File: src/rtl/decode_writeback.sv
// Y86-64 SEQ decode/write-back: 15x64 register file, src/dst decode, status FSM, retire counter.
// Latency: reads combinational (0 cycles); writes, status and counter update on the next posedge.
// Backpressure: none; one instruction per cycle. Optional WB_BYPASS_EN forwards valM/valE to reads.
module decode_writeback #(
    parameter int NREG  = 15,
    parameter int CNT_W = 32
) (
    input  logic             clock,
    input  logic             reset,
    input  logic [3:0]       icode,
    input  logic [3:0]       rA,
    input  logic [3:0]       rB,
    input  logic             cnd,
    input  logic [1:0]       stat_in,
    input  logic [63:0]      valE,
    input  logic [63:0]      valM,
    output logic [63:0]      valA,
    output logic [63:0]      valB,
    output logic [1:0]       stat,
    output logic             halted,
    output logic [CNT_W-1:0] retired
);

    localparam logic [3:0] RNONE   = 4'hF;
    localparam logic [3:0] RSP     = 4'h4;
    localparam logic [3:0] I_HALT  = 4'h0;
    localparam logic [3:0] I_CMOV  = 4'h2;
    localparam logic [3:0] I_IRMOV = 4'h3;
    localparam logic [3:0] I_RMMOV = 4'h4;
    localparam logic [3:0] I_MRMOV = 4'h5;
    localparam logic [3:0] I_OP    = 4'h6;
    localparam logic [3:0] I_CALL  = 4'h8;
    localparam logic [3:0] I_RET   = 4'h9;
    localparam logic [3:0] I_PUSH  = 4'hA;
    localparam logic [3:0] I_POP   = 4'hB;

    localparam logic [1:0] S_INS = 2'd0;
    localparam logic [1:0] S_AOK = 2'd1;
    localparam logic [1:0] S_HLT = 2'd2;

    typedef enum logic [0:0] {RUN = 1'b0, HALTED = 1'b1} state_t;

    state_t      state;
    logic [63:0] regs [NREG];
    logic [3:0]  srcA, srcB, dstE, dstM;
    logic        legal, commit, wrE, wrM;
    logic [63:0] rfA, rfB;

    always_comb begin
        srcA = RNONE;
        srcB = RNONE;
        dstE = RNONE;
        dstM = RNONE;
        case (icode)
            I_CMOV:  begin srcA = rA; dstE = cnd ? rB : RNONE; end
            I_IRMOV: dstE = rB;
            I_RMMOV: begin srcA = rA; srcB = rB; end
            I_MRMOV: begin srcB = rB; dstM = rA; end
            I_OP:    begin srcA = rA; srcB = rB; dstE = rB; end
            I_CALL:  begin srcB = RSP; dstE = RSP; end
            I_RET:   begin srcA = RSP; srcB = RSP; dstE = RSP; end
            I_PUSH:  begin srcA = rA; srcB = RSP; dstE = RSP; end
            I_POP:   begin srcA = RSP; srcB = RSP; dstE = RSP; dstM = rA; end
            default: ;
        endcase
    end

    assign legal  = (icode <= I_POP);
    assign commit = (state == RUN) && (stat_in == S_AOK) && legal;
    assign wrE    = commit && (dstE != RNONE);
    assign wrM    = commit && (dstM != RNONE);

    assign rfA = (srcA == RNONE) ? 64'd0 : regs[srcA];
    assign rfB = (srcB == RNONE) ? 64'd0 : regs[srcB];

`ifdef WB_BYPASS_EN
    // M port has priority, matching the write-back ordering below.
    always_comb begin
        valA = rfA;
        valB = rfB;
        if (srcA != RNONE) begin
            if (wrM && srcA == dstM)      valA = valM;
            else if (wrE && srcA == dstE) valA = valE;
        end
        if (srcB != RNONE) begin
            if (wrM && srcB == dstM)      valB = valM;
            else if (wrE && srcB == dstE) valB = valE;
        end
    end
`else
    assign valA = rfA;
    assign valB = rfB;
`endif

    always_ff @(posedge clock) begin
        if (reset) begin
            for (int i = 0; i < NREG; i++) regs[i] <= 64'd0;
            state   <= RUN;
            stat    <= S_AOK;
            halted  <= 1'b0;
            retired <= '0;
        end else if (state == RUN) begin
            if (wrE) regs[dstE] <= valE;
            // Second assignment wins when dstE == dstM (popq %rsp).
            if (wrM) regs[dstM] <= valM;
            if (stat_in != S_AOK) begin
                state  <= HALTED;
                halted <= 1'b1;
                stat   <= stat_in;
            end else if (!legal) begin
                state  <= HALTED;
                halted <= 1'b1;
                stat   <= S_INS;
            end else begin
                retired <= retired + CNT_W'(1);
                if (icode == I_HALT) begin
                    state  <= HALTED;
                    halted <= 1'b1;
                    stat   <= S_HLT;
                end
            end
        end
    end

endmodule

File: config.mk
export PLATFORM = sky130hd
export DESIGN_NAME = decode_writeback
export DESIGN_NICKNAME = d
export VERILOG_FILES = /design/src/rtl/decode_writeback.sv
export SDC_FILE = /design/constraint.sdc
export NUM_CORES = 2
export LEC_CHECK = 0
export ABC_AREA = 1
export ABC_CLOCK_PERIOD_IN_PS = 4400
export BUFFER_PORTS_ARGS = -buffer_cell sky130_fd_sc_hd__buf_2
export CAP_MARGIN = 10
export CELL_PAD_IN_SITES_DETAIL_PLACEMENT = 1
export CELL_PAD_IN_SITES_GLOBAL_PLACEMENT = 1
export CORE_ASPECT_RATIO = 0.75
export CORE_MARGIN = 1
export CORE_UTILIZATION = 46
export DETAILED_ROUTE_END_ITERATION = 10
export GPL_ROUTABILITY_DRIVEN = 0
export PLACE_DENSITY_LB_ADDON = 0.1
export RECOVER_POWER = 25
export SLEW_MARGIN = 10
export SYNTH_ARGS = -nofsm -noshare
export SYNTH_HDL_FRONTEND = slang
export SYNTH_SLANG_ARGS = --single-unit
File: constraint.sdc
create_clock -name clock -period 4.4 [get_ports clock]
set_input_delay 0.44 -clock clock [delete_from_list [all_inputs] [get_ports clock]]
set_output_delay 0.44 -clock clock [all_outputs]
set_load 0.005 [all_outputs]
==> impl_metrics.json <==
{
  "status": "finished with violations",
  "violations": "max-capacitance violations, max-slew violations",
  "leakagePower_nw": 31.2,
  "max-cap-violations": 5,
  "pwr-share-clk_pct": 38.5,
  "combPwrFrac_pct": 18.0,
  "setup_ws_ns": 0.189,
  "numCtsBuffers": 120,
  "setup_viol": 0,
  "hold_violations": 0,
  "fin_crit_sh_pct": 95.7,
  "hold_path_depth": 3,
  "dieArea_um2": 150000,
  "yosysSeqAreaShare_pct": 46.0,
  "synth.avg_cell_area_um2": 7.22,
  "cts.reportedPaths.clkPinSlew_ns": 0.07,
  "ys_seq_elements": 1060,
  "drtAntennaViolNets": 0,
  "yosysUniqueCellTypes": 37,
  "r2r_slack_ns": 0.19,
  "crit_arrival_ns": 4.78,
  "end_kind": "flip-flop",
  "grt_pass1_vias": 75000,
  "p_seq_share_pct": 43.6,
  "hold_path_class": "input port to flip-flop",
  "rows": 122,
  "switchingPower_mw": 8.41,
  "clock.fmax_ghz": 0.237,
  "layout-drive-gt1-share_pct": 7.00,
  "synth_area_um2": 68400,
  "drc": 0,
  "max-slew-margin-rel_pct": -46.8,
  "post-place-ws_ns": 0.638,
  "ios": 308,
  "crit_required_ns": 4.97,
  "syn_to_final_growth_pct": 10.1,
  "via_per_inst": 6.71,
  "clkLatencyLatePin_ns": 0.78,
  "final_util_pct": 51.0,
  "ir_drop_v": 0.000347,
  "wl_per_cell_um": 30.2,
  "layout_common_cells": "nand2_1 (3,307), nand3_1 (1,814), edfxtp_1 (1,024), nor2_1 (673), o22ai_1 (320)",
  "critical_path.startpoint": "state",
  "critPathMaxFanout": 128,
  "crit_path_end": "regs[3][33]",
  "cts-root-buf": "clkbuf_16",
  "via_count": 75600,
  "worst_setup_path_start_kind": "flip-flop",
  "worstMarginPinSlew_ns": 2.20,
  "grt_pass1_wl_um": 492000,
  "num-nets-final": 9306,
  "rsz0062_at_grt": "no",
  "htree_num_levels": 3,
  "switching_share_pct": 31.3,
  "slew_viol_final": 354,
  "cts.sinks": 1060,
  "die-height_um": 336,
  "drt_pass1_iterations": 8,
  "yosys_warnings": 0,
  "clockBufferDepth": 3,
  "grt_usage_pct": 44.1,
  "antenna_found_initial": 24,
  "wl_um": 340000,
  "grt_overflow": 0,
  "core_um2": 147000,
  "r2r-start": "state",
  "criticalPathCategory": "flip-flop to flip-flop",
  "cts_tree": "built",
  "fin_skew_ns": 0.0213,
  "hpwl_um": 181000,
  "io_buffers": 307,
  "setup_tns_ns": 0,
  "reg2regPathDepth": 8,
  "drt_iter0_drc": 10500,
  "initial_core_util_pct": 46.4,
  "power_per_cell_area_nw_per_um2": 358,
  "grt_max_degree": 151,
  "final_common_cell": "nand2_1",
  "r2r_end": "regs[3][33]",
  "die_w_um": 447,
  "post-route-min-period_ns": 4.21,
  "power.internal_mw": 18.5,
  "syn_inst": 9473
}
## power groups by stage
stage | clock [mW] | sequential (mW) | combinational (mW)
4_1_cts | 10.3 | 11.7 | 4.69
3_3_place_gp | 0 | 11.9 | 4.53
6_report | 10.3 | 11.7 | 4.83
5_1_grt | 10.7 | 11.8 | 5.07
3_5_place_dp | 0 | 11.9 | 4.65
2_1_floorplan | 0 | 11.9 | 2.68
## per-stage QoR
step | hold slack (ns) | total power [mW] | instance area, um2 | cells
CTS | 0.00142 | 26.7 | 75500 | 11200
global route | 0.0689 | 27.5 | 75200 | 11300
detailed placement | 0.485 | 16.6 | 71400 | 11000
floorplan | 0.465 | 14.5 | 68600 | 9536
finish | 0.0582 | 26.9 | 75200 | 11300
global placement | 0.476 | 16.4 | 71400 | 11000
## worst min path at each step
stage / startpoint / to / slack [ns]
global placement: halted / halted / 0.48
detailed placement: halted / halted / 0.49
global route: stat_in[0] / stat[0] / 0.07
CTS: valE[30] / regs[15][30] / 0.001
finish: stat_in[0] / stat[0] / 0.06
floorplan: retired[4] / retired[4] / 0.46
## flip-flops by register name (all words and copies together) (netlist names)
register	count
retired	32
halted	1
state	1
regs	1024
stat	2
## cell usage after synthesis
master / n / area [um2]
nand3_1: 1822 / 9120
nor2_2: 9 / 56.3
inv_2: 11 / 41.3
a211oi_1: 1 / 7.51
buf_2: 269 / 1350
nand4_1: 244 / 1530
o21ai_0: 254 / 1270
edfxtp_1: 1024 / 30700
a21boi_0: 1 / 7.51
nor2_1: 677 / 2540
nand3b_1: 4 / 30.0
nand4_2: 1 / 12.5
a21oi_1: 300 / 1500
buf_4: 19 / 143
clkinv_1: 3 / 11.3
buf_1: 167 / 627
xnor2_1: 3 / 26.3
clkbuf_1: 556 / 2090
conb_1: 1 / 3.75
nand2_2: 4 / 25.0
o21ai_2: 1 / 8.76
nor3_1: 15 / 75.1
ha_1: 1 / 12.5
a22o_1: 40 / 350
dfxtp_1: 36 / 721
nand4_4: 1 / 21.3
o211ai_1: 1 / 7.51
nor4_1: 1 / 6.26
nor3b_1: 1 / 7.51
o22ai_1: 320 / 2000
nor2_4: 1 / 11.3
a22oi_1: 1 / 7.51
inv_1: 249 / 935
nand2_1: 3324 / 12500
o21ai_1: 103 / 515
xor2_1: 7 / 61.3
and3_1: 1 / 6.26
## critical path: stages, from the launching register on
cell and delay, ns:
dfxtp_1 0.33, inv_1 0.06, nand3_1 0.07, clkbuf_1 0.57, nor2_1 0.40, nand4_1 0.37, buf_4 1.54, nand2_1 0.17
o22ai_1 0.29
## cells by family after synthesis
logic type	after synthesis	share of synthesized area (%)
buffers and inverters	1274	7.59
adder cells (fa/ha/maj)	1	0.0183
AND/OR/NAND/NOR	6105	37.9
flip-flops	1060	46.0
AO/OA/AOI/OAI	1022	8.31
other	1	0.00549
XOR/XNOR	10	0.128
## layer usage
metal,part of all wire [%],GRT usage (%)
met1,37,56.7
met2,44,68.2
met3,12,8.84
met4,6.9,27.3
met5,0.023,0
## timing repair
action	CTS	global route
hold endpoints to repair	18	0
gates resized for setup	0	0
buffers inserted	0	0
hold buffers	18	0
## cell type report
type,instances,area (um2)
Antenna cell,14,35.0
Clock buffer,157,3250
Clock inverter,64,599
Fill cell,18400,72200
Inverter,263,1040
Multi-Input combinational cell,7202,32300
Sequential cell,1060,31500
Tap cell,1984,2480
Timing Repair Buffer,513,4100
No activity file was read; power rests on OpenSTA's default activity.
